<file path="src/rtl/inst_fetch_queue.sv">
// inst_fetch_queue: instruction fetch front-end with a small prefetch FIFO.
//
// Owns the fetch PC and issues one word read per cycle to a synchronous
// instruction memory whenever the FIFO has guaranteed room for the reply.
// Returned words are queued together with their PC+4 and handed to decode
// through a valid/ready handshake. A redirect from the branch unit flushes
// the queue, discards any in-flight reply and restarts fetch at the target.
//
// Ports:
//   clk, rst          clock (rising edge), asynchronous active-high reset
//   imem_req          read strobe to instruction memory
//   imem_addr         word address of the read (fetch_pc[ADDR_W+1:2])
//   imem_rdata        read data, valid the cycle after imem_req
//   redirect          taken branch; flushes and restarts fetch
//   redirect_pc       branch target byte address (low two bits ignored)
//   out_valid         head entry available to decode
//   out_ready         decode accepts the head entry
//   out_inst          head instruction
//   out_pc_plus_4     PC+4 of the head instruction
//   occupancy         number of valid FIFO entries

module inst_fetch_queue #(
  parameter int unsigned DEPTH    = 4,
  parameter logic [31:0] RESET_PC = 32'h0000_0000,
  parameter int unsigned ADDR_W   = 6
) (
  input  logic                         clk,
  input  logic                         rst,
  output logic                         imem_req,
  output logic [ADDR_W-1:0]            imem_addr,
  input  logic [31:0]                  imem_rdata,
  input  logic                         redirect,
  input  logic [31:0]                  redirect_pc,
  output logic                         out_valid,
  input  logic                         out_ready,
  output logic [31:0]                  out_inst,
  output logic [31:0]                  out_pc_plus_4,
  output logic [$clog2(DEPTH+1)-1:0]   occupancy
);

  localparam int unsigned CNT_W = $clog2(DEPTH + 1);
  localparam int unsigned PTR_W = $clog2(DEPTH);
  // One extra bit so count + pending cannot wrap before the compare.
  localparam int unsigned CRD_W = CNT_W + 1;

  typedef struct packed {
    logic [31:0] inst;
    logic [31:0] pc_plus_4;
  } entry_t;

  logic [31:0]      fetch_pc;
  logic             pending;
  logic [31:0]      pending_pc;
  logic [PTR_W-1:0] wr_ptr;
  logic [PTR_W-1:0] rd_ptr;
  logic [CNT_W-1:0] count;
  entry_t           mem [DEPTH];

  logic             pop_c;
  logic             push_c;
  logic [CRD_W-1:0] credit_c;
  entry_t           head_c;

  // Handshake and credit check: a read is only issued when its reply is
  // guaranteed a slot, counting the reply already in flight.
  always_comb begin
    out_valid = (count != '0) & ~redirect;
    pop_c     = out_valid & out_ready;
    push_c    = pending & ~redirect;
    credit_c  = CRD_W'(count) + CRD_W'(pending) - CRD_W'(pop_c);
    imem_req  = ~rst & ~redirect & (credit_c < CRD_W'(DEPTH));
  end

  assign imem_addr = fetch_pc[ADDR_W+1:2];
  assign occupancy = count;

  // Head entry is presented continuously; meaningless while out_valid is low.
  assign head_c        = mem[rd_ptr];
  assign out_inst      = head_c.inst;
  assign out_pc_plus_4 = head_c.pc_plus_4;

  // Fetch PC, in-flight tracking and FIFO bookkeeping; redirect overrides all.
  always_ff @(posedge clk or posedge rst) begin
    if (rst) begin
      fetch_pc   <= RESET_PC;
      pending    <= 1'b0;
      pending_pc <= '0;
      wr_ptr     <= '0;
      rd_ptr     <= '0;
      count      <= '0;
    end else if (redirect) begin
      fetch_pc   <= {redirect_pc[31:2], 2'b00};
      pending    <= 1'b0;
      wr_ptr     <= '0;
      rd_ptr     <= '0;
      count      <= '0;
    end else begin
      if (imem_req) begin
        pending    <= 1'b1;
        pending_pc <= fetch_pc;
        fetch_pc   <= fetch_pc + 32'd4;
      end else begin
        pending    <= 1'b0;
      end
      if (push_c) begin
        wr_ptr <= wr_ptr + PTR_W'(1);
      end
      if (pop_c) begin
        rd_ptr <= rd_ptr + PTR_W'(1);
      end
      count <= count + CNT_W'(push_c) - CNT_W'(pop_c);
    end
  end

  // Entry storage needs no reset: count gates every read.
  always_ff @(posedge clk) begin
    if (push_c) begin
      mem[wr_ptr] <= '{inst: imem_rdata, pc_plus_4: pending_pc + 32'd4};
    end
  end

  // The credit rule must make an overflowing push impossible.
  a_no_overflow: assert property (@(posedge clk) disable iff (rst)
    push_c |-> ((count < CNT_W'(DEPTH)) || pop_c));

  // Lower target bits are word-alignment noise from the branch adder.
  logic unused_redirect_lsb;
  assign unused_redirect_lsb = ^redirect_pc[1:0];

endmodule

</file>
<file path="config.mk">
export PLATFORM = sky130hd
export DESIGN_NAME = inst_fetch_queue
export DESIGN_NICKNAME = d
export VERILOG_FILES = /design/src/rtl/inst_fetch_queue.sv
export SDC_FILE = /design/constraint.sdc
export NUM_CORES = 1
export LEC_CHECK = 0
export BUFFER_PORTS_ARGS = -buffer_cell sky130_fd_sc_hd__buf_2
export CAP_MARGIN = 20
export CORE_MARGIN = 4
export CORE_UTILIZATION = 45
export CTS_CLUSTER_SIZE = 16
export DETAILED_ROUTE_END_ITERATION = 10
export PLACE_DENSITY = 0.63
export SKIP_LAST_GASP = 1
export SYNTH_ARGS = -nofsm -noshare
export SYNTH_HDL_FRONTEND = slang
export SYNTH_SLANG_ARGS = --single-unit
export TNS_END_PERCENT = 5
</file>
<file path="constraint.sdc">
create_clock -name clk -period 4.33 [get_ports clk]
set_input_delay 0.2165 -clock clk [delete_from_list [all_inputs] [get_ports clk]]
set_output_delay 0.2165 -clock clk [all_outputs]
set_load 0.02 [all_outputs]
</file>
==> metrics.json <==
{
  "critical_path": {
    "crit_start": "occupancy[1]",
    "reg2reg_setup_slack_ns": 0.54,
    "worst-r2r-cell-count": 10,
    "timing.critical_path.arrival_ns": 4.21,
    "critical_path_peak_fanout": 11,
    "crit-reg2reg-launch": "occupancy[1]",
    "cp_data_required_time_ns": 4.76,
    "worst_setup_path_start_kind": "register",
    "crit-reg2reg-capture": "fetch_pc[21]",
    "worstSetupEndpointType": "register",
    "critical_path_class": "reg2reg",
    "crit_path_end": "fetch_pc[21]"
  },
  "floorplanning": {
    "io_pins": 143,
    "fp.coreArea_um2": 28200,
    "initial_core_util": 0.461,
    "die_area_um2": 31700,
    "placement_rows": 61,
    "die_w_um": 178,
    "chipHeight_um": 178
  },
  "placed_design": {
    "preCtsSetupSlack_ns": 0.545,
    "gpl.final_weighted_congestion": 0.767,
    "postPlaceCellArea_um2": 14100,
    "port_buffers": 138,
    "hpwl_um": 16900
  },
  "timing": {
    "setup_slack_ns": 0.542,
    "timing.max_slew.rel_slack": 0.458,
    "timing.hold.ws_ns": 0.0230,
    "grt_setup_unrepaired": "false",
    "finalClockSkew_ns": 0.0133,
    "timing_worst_slew_pin_value_ns": 0.813,
    "timing.final.crit_share": 0.875,
    "timing.fmax_mhz": 264,
    "totalNegativeSetupSlack_ns": 0,
    "finalSetupViolations": 0,
    "fin_crit_ns": 3.79,
    "hold_viol": 0,
    "maxSlewViolCount": 0
  },
  "global_routing": {
    "number_of_global_route_vias_before_repair": 7557,
    "grt_pass1_wl_um": 41600,
    "total_routing_usage_gr": 0.169,
    "antenna_violations_before_repair": 0,
    "pin_count_of_the_biggest_net_entering_global_routing": 57,
    "grt-ovfl-total": 0
  },
  "clock_network": {
    "ctsResizeCount": 0,
    "cts_max_path_buffers": 3,
    "worst_path_clk_slew_ns": 0.06,
    "cts-buffers-inserted": 35,
    "clock_tree.htree_level_count": 2,
    "holdBufCountCts": 59,
    "tritoncts": "built",
    "clock_net_sink_count": 316,
    "worst_skew_pair.late_latency_ns": 0.51,
    "ctsRootBufferMaster": "sky130_fd_sc_hd__clkbuf_16",
    "post_cts_buffers": 0
  },
  "synth": {
    "synth-edff-count": 248,
    "syn_area_per_cell_um2": 16.2,
    "synth_compound_gate_area_share": 0.0301,
    "synth_simple_gate_area_frac": 0.0916,
    "yosys_warnings": 0,
    "yosys-mux-area-fraction": 0.111,
    "syn_area_um2": 13000,
    "post_synth_inst_count": 801,
    "synth-seq-cells": 316,
    "synthAdderAreaFrac": 0.0121,
    "synth-async-reset-ratio": 0.215,
    "ys_flop_type": "sky130_fd_sc_hd__edfxtp_1",
    "post_synth_xor_area_fraction": 0.0290,
    "yosys.cell_types.count": 54,
    "dominant_combinational_cell_family_by_area_after_synthesis": "multiplexers",
    "seq_area_frac_synth": 0.704
  },
  "power": {
    "power.density_cell_area_nw_per_um2": 544,
    "vdd.ir_drop.worst_uv": 241,
    "power.leakage_nw": 5.68
  },
  "finish": {
    "finish.net_count": 1091,
    "final_layout_fill_cell_count": 2262,
    "antennaDiodeCount": 0,
    "final_non_filler_cell_area_um2": 15700,
    "areaGrowthSynthToFinish_pct": 21.1,
    "layout-drive-gt1-share": 0.271
  },
  "detailed_routing": {
    "dr.first_iter.drc_count": 506,
    "post-route-drc-count": 0,
    "dr_total_vias": 7355,
    "drt_antenna_net_count": 0,
    "vias_per_cell": 5.21,
    "postRouteWirelength_um": 26100,
    "first_pass_iters": 5,
    "post_drt_wl_per_cell_um": 18.5
  },
  "outcome": {
    "outcome": "completed"
  },
  "min_path": {
    "worst_hold_path_type": "in2reg"
  },
  "job": {
    "max_cap_violations": 0
  }
}
[registers in the layout (all words and copies together) (netlist names)]
signal	cells
wr_ptr	2
rd_ptr	2
occupancy	3
mem	248
pending	1
pending_pc	30
fetch_pc	30
[logic make-up (layout without fill, tap and decap cells)]
group	count (synthesis)	count (layout)
multiplexers	67	67
other	1	2
adder cells (fa/ha/maj)	12	12
buffers and inverters	59	290
XOR/XNOR	43	43
flip-flops	316	316
AND/OR/NAND/NOR	241	241
AO/OA/AOI/OAI	62	62
[report_power, final]
| group | total (mW) | internal [mW] | switching, mW |
|---|---|---|---|
| Sequential | 4.05 | 3.73 | 0.322 |
| Combinational | 1.81 | 0.761 | 1.05 |
| Clock | 2.69 | 1.58 | 1.11 |
[critical path, cell delays in order, from the launching register on]
cell and delay, ns:
sky130_fd_sc_hd__dfrtp_1 0.45, sky130_fd_sc_hd__nor3_1 0.11, sky130_fd_sc_hd__nor3b_1 0.58, sky130_fd_sc_hd__ha_1 0.26
sky130_fd_sc_hd__inv_1 0.05, sky130_fd_sc_hd__ha_1 0.26, sky130_fd_sc_hd__and3b_1 0.22, sky130_fd_sc_hd__nor4_4 0.47
sky130_fd_sc_hd__o211ai_1 0.40, sky130_fd_sc_hd__or4_2 0.74, sky130_fd_sc_hd__a31oi_1 0.18
[metrics by stage]
step	util	total power [mW]	cells
floorplan	-	5.32	802
global placement	0.500	5.88	1293
CTS	0.559	8.68	1411
finish	0.559	8.56	1411
global route	0.559	9.00	1411
detailed placement	0.500	5.92	1293
[area by class of cell]
| type | count | area, um2 | area share |
|---|---|---|---|
| timing repair buffer | 214 | 1410 | 0.0896 |
| tap | 378 | 473 | 0.0301 |
| clock inverter | 10 | 72.6 | 0.00461 |
| sequential | 316 | 9150 | 0.582 |
| inverter | 17 | 63.8 | 0.00406 |
| multi-input combinational | 427 | 3580 | 0.228 |
| clock buffer | 49 | 980 | 0.0623 |
[layer usage]
layer | vias up | part of all wire | global-route usage
li1 | 3486 | - | -
met1 | 3652 | 0.46 | 0.247
met2 | 183 | 0.47 | 0.265
met3 | 34 | 0.051 | 0.0241
met4 | 0 | 0.020 | 0.0516
met5 | - | 0 | 0
[Yosys cell counts, types with 5 or more instances]
cell / instances / share of area
sky130_fd_sc_hd__nor2_1: 25 / 0.0072
sky130_fd_sc_hd__buf_1: 8 / 0.0023
sky130_fd_sc_hd__nand3_1: 28 / 0.011
sky130_fd_sc_hd__xor2_1: 13 / 0.0088
sky130_fd_sc_hd__nand4_1: 8 / 0.0039
sky130_fd_sc_hd__nand2_1: 117 / 0.034
sky130_fd_sc_hd__or3_1: 6 / 0.0029
sky130_fd_sc_hd__and3_1: 14 / 0.0067
sky130_fd_sc_hd__mux4_2: 62 / 0.11
sky130_fd_sc_hd__buf_4: 8 / 0.0046
sky130_fd_sc_hd__dfrtp_1: 68 / 0.13
sky130_fd_sc_hd__o211ai_1: 5 / 0.0029
sky130_fd_sc_hd__inv_1: 16 / 0.0046
sky130_fd_sc_hd__ha_1: 11 / 0.011
sky130_fd_sc_hd__xnor2_1: 30 / 0.020
sky130_fd_sc_hd__a31oi_1: 12 / 0.0058
sky130_fd_sc_hd__clkbuf_1: 19 / 0.0055
sky130_fd_sc_hd__and4_1: 7 / 0.0047
sky130_fd_sc_hd__edfxtp_1: 248 / 0.57
sky130_fd_sc_hd__o21ai_0: 25 / 0.0096
sky130_fd_sc_hd__o31ai_1: 5 / 0.0029
sky130_fd_sc_hd__or4_1: 8 / 0.0046
[worst min path at each step]
| stage | from | endpoint | slack (ns) | cells past startpoint |
|---|---|---|---|---|
| global route | redirect_pc[21] | fetch_pc[21] | 0.03 | 3 |
| global placement | rst | fetch_pc[4] | 0.23 | 2 |
| floorplan | imem_rdata[0] | mem[0][32] | 0.32 | 0 |
| CTS | redirect_pc[18] | fetch_pc[18] | 0.006 | 3 |
| finish | redirect_pc[21] | fetch_pc[21] | 0.02 | 3 |
| detailed placement | rst | fetch_pc[8] | 0.23 | 2 |
[placed cells by master, fill, tap and decap left out, types with 7 or more instances in the layout]
master,Yosys,final
sky130_fd_sc_hd__and3_1,14,10
sky130_fd_sc_hd__buf_4,8,17
sky130_fd_sc_hd__ha_1,11,11
sky130_fd_sc_hd__buf_2,4,138
sky130_fd_sc_hd__clkbuf_16,0,36
sky130_fd_sc_hd__or4_1,8,8
sky130_fd_sc_hd__nand4_1,8,8
sky130_fd_sc_hd__nand2_1,117,117
sky130_fd_sc_hd__nor2_1,25,25
sky130_fd_sc_hd__a31oi_1,12,12
sky130_fd_sc_hd__clkbuf_1,19,10
sky130_fd_sc_hd__dfrtp_1,68,66
sky130_fd_sc_hd__nand3_1,28,28
sky130_fd_sc_hd__dlygate4sd3_1,0,59
sky130_fd_sc_hd__xnor2_1,30,30
sky130_fd_sc_hd__o21ai_0,25,25
sky130_fd_sc_hd__mux4_2,62,62
sky130_fd_sc_hd__inv_1,16,15
sky130_fd_sc_hd__and4_1,7,7
sky130_fd_sc_hd__edfxtp_1,248,248
sky130_fd_sc_hd__xor2_1,13,13
No activity file was read; power rests on OpenSTA's default activity.
